<file path="src/rtl/regfile_operand_fetch.sv">
// Operand fetch stage between decode and execute: drives the register file read IDs,
// waits out its registered read, and returns operands with write-back bypassing.
module regfile_operand_fetch #(
    parameter int unsigned DATA_W   = 32,
    parameter int unsigned ID_W     = 6,
    parameter int unsigned NUM_REGS = 32
) (
    input  logic              clk,
    input  logic              rst_n,
    input  logic              in_valid,
    output logic              in_ready,
    input  logic [ID_W-1:0]   in_rs1,
    input  logic [ID_W-1:0]   in_rs2,
    input  logic [ID_W-1:0]   in_rd,
    input  logic              wb_valid,
    input  logic [ID_W-1:0]   wb_rd,
    input  logic [DATA_W-1:0] wb_data,
    output logic              rf_write,
    output logic [ID_W-1:0]   rf_write_id,
    output logic [DATA_W-1:0] rf_write_data,
    output logic [ID_W-1:0]   rf_read_id1,
    output logic [ID_W-1:0]   rf_read_id2,
    input  logic [DATA_W-1:0] rf_read_data1,
    input  logic [DATA_W-1:0] rf_read_data2,
    output logic              out_valid,
    input  logic              out_ready,
    output logic [DATA_W-1:0] out_rs1_val,
    output logic [DATA_W-1:0] out_rs2_val,
    output logic [ID_W-1:0]   out_rd
);

    typedef enum logic [1:0] {IDLE, RD, CAP, VALID} state_t;

    localparam logic [ID_W:0] REG_LIMIT = (ID_W + 1)'(NUM_REGS);

    state_t              state_q, state_d;
    logic [ID_W-1:0]     rs1_q, rs2_q, rd_q;
    logic                byp1_q, byp2_q;
    logic [DATA_W-1:0]   byp1_val_q, byp2_val_q;
    logic                accept;

    function automatic logic id_live(input logic [ID_W-1:0] id);
        return (id != '0) && ({1'b0, id} < REG_LIMIT);
    endfunction

    // Priority: dead ID, same-edge write-back, write-back seen at the read edge, file data.
    function automatic logic [DATA_W-1:0] pick(
        input logic [ID_W-1:0]   id,
        input logic              wb_hit,
        input logic [DATA_W-1:0] wb_val,
        input logic              byp,
        input logic [DATA_W-1:0] byp_val,
        input logic [DATA_W-1:0] rf_val
    );
        if (!id_live(id))  return '0;
        else if (wb_hit)   return wb_val;
        else if (byp)      return byp_val;
        else               return rf_val;
    endfunction

    assign rf_write      = wb_valid & id_live(wb_rd);
    assign rf_write_id   = wb_rd;
    assign rf_write_data = wb_data;
    assign rf_read_id1   = rs1_q;
    assign rf_read_id2   = rs2_q;

    always_comb begin
        state_d  = state_q;
        in_ready = (state_q == IDLE) || (state_q == VALID && out_ready);
        accept   = in_valid && in_ready;
        case (state_q)
            IDLE:    if (in_valid) state_d = RD;
            RD:      state_d = CAP;
            CAP:     state_d = VALID;
            VALID:   if (out_ready) state_d = in_valid ? RD : IDLE;
            default: state_d = IDLE;
        endcase
    end

    always_ff @(posedge clk or negedge rst_n) begin
        if (!rst_n) state_q <= IDLE;
        else        state_q <= state_d;
    end

    always_ff @(posedge clk or negedge rst_n) begin
        if (!rst_n) begin
            rs1_q       <= '0;
            rs2_q       <= '0;
            rd_q        <= '0;
            byp1_q      <= 1'b0;
            byp2_q      <= 1'b0;
            byp1_val_q  <= '0;
            byp2_val_q  <= '0;
            out_valid   <= 1'b0;
            out_rs1_val <= '0;
            out_rs2_val <= '0;
            out_rd      <= '0;
        end else begin
            if (accept) begin
                rs1_q  <= in_rs1;
                rs2_q  <= in_rs2;
                rd_q   <= in_rd;
                byp1_q <= 1'b0;
                byp2_q <= 1'b0;
            end
            case (state_q)
                RD: begin
                    // The file's read at this edge races the write; keep the written value.
                    if (wb_valid && wb_rd == rs1_q) begin
                        byp1_q     <= 1'b1;
                        byp1_val_q <= wb_data;
                    end
                    if (wb_valid && wb_rd == rs2_q) begin
                        byp2_q     <= 1'b1;
                        byp2_val_q <= wb_data;
                    end
                end
                CAP: begin
                    out_rs1_val <= pick(rs1_q, wb_valid && wb_rd == rs1_q, wb_data,
                                        byp1_q, byp1_val_q, rf_read_data1);
                    out_rs2_val <= pick(rs2_q, wb_valid && wb_rd == rs2_q, wb_data,
                                        byp2_q, byp2_val_q, rf_read_data2);
                    out_rd      <= rd_q;
                    out_valid   <= 1'b1;
                end
                VALID: begin
                    if (wb_valid && wb_rd == rs1_q && id_live(rs1_q)) out_rs1_val <= wb_data;
                    if (wb_valid && wb_rd == rs2_q && id_live(rs2_q)) out_rs2_val <= wb_data;
                    if (out_ready) out_valid <= 1'b0;
                end
                default: ;
            endcase
        end
    end

endmodule

</file>
<file path="config.mk">
export PLATFORM = sky130hd
export DESIGN_NAME = regfile_operand_fetch
export DESIGN_NICKNAME = d
export VERILOG_FILES = /design/src/rtl/regfile_operand_fetch.sv
export SDC_FILE = /design/constraint.sdc
export NUM_CORES = 1
export LEC_CHECK = 0
export ABC_AREA = 1
export ABC_CLOCK_PERIOD_IN_PS = 2009
export BUFFER_PORTS_ARGS = -buffer_cell sky130_fd_sc_hd__clkbuf_2
export CAP_MARGIN = 20
export CORE_ASPECT_RATIO = 0.7
export CORE_MARGIN = 2
export CORE_UTILIZATION = 31
export DETAILED_ROUTE_END_ITERATION = 12
export PLACE_DENSITY = 0.5
export SLEW_MARGIN = 20
export SYNTH_ARGS = -nofsm -noshare
export SYNTH_HDL_FRONTEND = slang
export SYNTH_SLANG_ARGS = --single-unit
</file>
<file path="constraint.sdc">
create_clock -name clk -period 2.01 [get_ports clk]
set_input_delay 0.201 -clock clk [delete_from_list [all_inputs] [get_ports clk]]
set_output_delay 0.201 -clock clk [all_outputs]
set_load 0.1 [all_outputs]
</file>
==> out/metrics.yaml <==
worst_setup_path:
  r2r_cells: 9
  required_ps: 2330
  arrival_ps: 2190
  critPathCaptureType: "flop"
  r2r_start: "state_q[0]"
  worst-setup-path-type: "flop to flop"
  cp_max_fo: 32
  ff2ff_setup_slack_ps: 140
  r2r-end: "out_rs1_val[7]"
  cp-start-kind: "flop"
  endpoint: "out_rs1_val[7]"
  worstSetupStartpoint: "state_q[0]"
floorplan:
  ios: 248
  die_w_um: 206
  core_um2: 28000
  die_area_um2: 30100
  initial_core_util_pct: 31.7
  die_h_um: 146
  num_rows: 51
yosys:
  ys_ff_latch: 157
  netlist_area_um2: 8890
  synth_area_per_cell_um2: 7.51
  ys_seq_area_share_pct: 44.2
  synth_cells: 1184
  yosys_warnings: 0
  syn_nets: 1314
  synth_cell_types: 21
sta:
  min_period_ps: 1870
  skew_ps: 8.00
  fin_crit_sh_pct: 92.8
  finalSetupViolations: 0
  setup_slack_ps: 144
  hold_violations: 0
  max_freq_mhz: 536
  relSlewSlack_pct: 57.8
  tightest_slew_ps: 632
  slew_viol_final: 0
clock_network:
  h-tree-depth: 4
  clkTransAtPathRegs_ps: 70
  clk_path_buf_depth: 2
  numCtsBuffers: 17
  clock-sinks: 157
  root_buffer: "clkbuf_16"
  insertion_delay_ps: 430
  cts_tree: "yes"
drt:
  via_count: 8293
  drtAntennaViolNets: 0
  routed_wl_um: 31900
  dr.pass1.iters: 5
  drt-initial-drc-count: 444
  wl_per_cell_um: 17.9
  drc: 0
  via_per_inst: 4.64
place:
  io_buffers: 247
  dpl-instance-area_um2: 10600
  place.gp.congestion: 0.829
  place_inst: 1741
  pre_cts_slack_ps: -60.4
  place_hpwl_um: 21400
run_status:
  status: "finished clean"
layout:
  layout-drive-gt1-share_pct: 30.8
  diodes: 0
  syn2layout_area_growth_pct: 28.9
  nets: 1533
  stdcell_count: 1787
  final_cell_area_um2: 11500
global_routing:
  grt-ovfl-total: 0
  antenna_found_initial: 3
  grt_pass1_wl_um: 48800
  grt_use_total_pct: 21.5
  grt_max_degree: 50
  first_global_vias: 8123
power:
  p_leak_nw: 5.75
  power_density_nw_per_um2: 1990
  finalPower_mw: 22.7
  ir_drop_uv: 972
job:
  maxCapViolCount: 0
min_path:
  hold_class: "primary input to flop"
-- through the flow --
stage / TNS (ps) / util [%] / hold WS (ps)
6_report: 0 / 40.9 / 18.4
5_1_grt: -6.06 / 40.9 / 16.3
4_1_cts: 0 / 40.7 / 2.04
3_5_place_dp: -334 / 37.9 / 187
3_3_place_gp: -46.0 / 37.9 / 186
2_1_floorplan: 0 / - / -94.6
-- area by class of cell --
type / count / area [µm²]
clock buffers: 20 / 457
clock inverters: 12 / 215
well taps: 371 / 464
flip-flops and latches: 157 / 3950
fillers: 2963 / 16600
inverters: 64 / 240
repair buffers: 301 / 1930
multi-input cells: 862 / 4210
-- where the power goes --
group | total, mW | switching [mW] | internal [mW]
Combinational | 13.5 | 10.5 | 3.02
Clock | 3.80 | 1.41 | 2.39
Sequential | 5.40 | 0.827 | 4.57
-- synth_stat cells --
cell type	instances	share of area, %
buf_2	28	1.6
buf_4	44	3.7
a21oi_1	30	1.7
buf_6	3	0.38
nor2_1	295	12
o21ai_0	34	1.9
nand2_4	2	0.25
ha_1	5	0.70
inv_2	7	0.30
clkbuf_1	27	1.1
nand2_2	1	0.070
inv_1	57	2.4
dfrtp_1	157	44
nand2_1	306	13
nor2_4	2	0.25
o22ai_1	3	0.21
o311ai_0	1	0.099
mux2_2	76	9.6
nand3_1	59	3.3
xnor2_1	2	0.20
o21ai_1	45	2.5
-- metal layers --
layer,share of wire [%],GRT usage (%)
met5,0.081,0
met4,1.2,5.29
met3,6.2,4.97
met2,43,31.5
met1,49,31.6
-- kinds of logic after synthesis --
family | Yosys count | share of synthesized area (%)
AOI/OAI and AO/OA | 113 | 6.45
xor gates and xnor gates | 2 | 0.197
adders and majority gates | 5 | 0.704
buffers and inverters | 166 | 9.52
DFF | 157 | 44.2
muxes | 76 | 9.63
and+or+nand+nor | 665 | 29.3
-- state kept, by name, indices dropped and copies added (netlist names), 6 cells and up --
signal       count
byp1_val_q      32
byp2_val_q      32
out_rs1_val     32
out_rs2_val     32
out_rd           6
rd_q             6
rf_read_id1      6
rf_read_id2      6
-- worst max-delay path: stages (launching register included) --
cell and delay [ps]:
dfrtp_1 440, ha_4 250, inv_1 130, nor2_1 200, nand2_4 110, nand2_4 110, buf_12 200, nand2_1 70
nor2_1 160, nor2_1 50
-- what timing repair did --
action                                  4_1_cts  5_1_grt
gates cloned                                  1        1
resized for setup                             1        6
endpoints found under the setup margin       24       36
pin swaps                                     1        1
hold buffers                                 11        0
hold endpoints to repair                     55        0
buffers inserted                              0        1
-- worst min path at each step --
stage / start / end / slack, ps / depth (start not counted)
floorplan: rst_n / byp1_q / -90 / 0
global placement: rst_n / rf_read_id2[1] / 190 / 1
detailed placement: rst_n / rf_read_id2[1] / 190 / 1
CTS: in_rs1[4] / rf_read_id1[4] / 2 / 3
global route: in_rs1[2] / rf_read_id1[2] / 20 / 3
finish: in_rs1[3] / rf_read_id1[3] / 20 / 3
-- placed cells by master (no fill, tap or decap), types with 2 or more instances in the layout --
| cell type | count |
|---|---|
| clkbuf_8 | 2 |
| buf_4 | 24 |
| clkinvlp_4 | 2 |
| mux2_2 | 76 |
| clkbuf_16 | 18 |
| o22ai_1 | 3 |
| clkbuf_2 | 245 |
| o21ai_1 | 45 |
| o21ai_0 | 34 |
| nor2_1 | 288 |
| clkinv_2 | 4 |
| xnor2_1 | 2 |
| ha_1 | 4 |
| dfrtp_1 | 143 |
| dlygate4sd3_1 | 11 |
| nand2_2 | 2 |
| nand3_1 | 59 |
| bufinv_16 | 6 |
| inv_2 | 7 |
| buf_12 | 18 |
| a21oi_1 | 30 |
| nand2_4 | 5 |
| nand2_1 | 302 |
| nor2_4 | 9 |
| dfrtp_2 | 14 |
| inv_1 | 57 |
(Power assumes the default switching activity.)
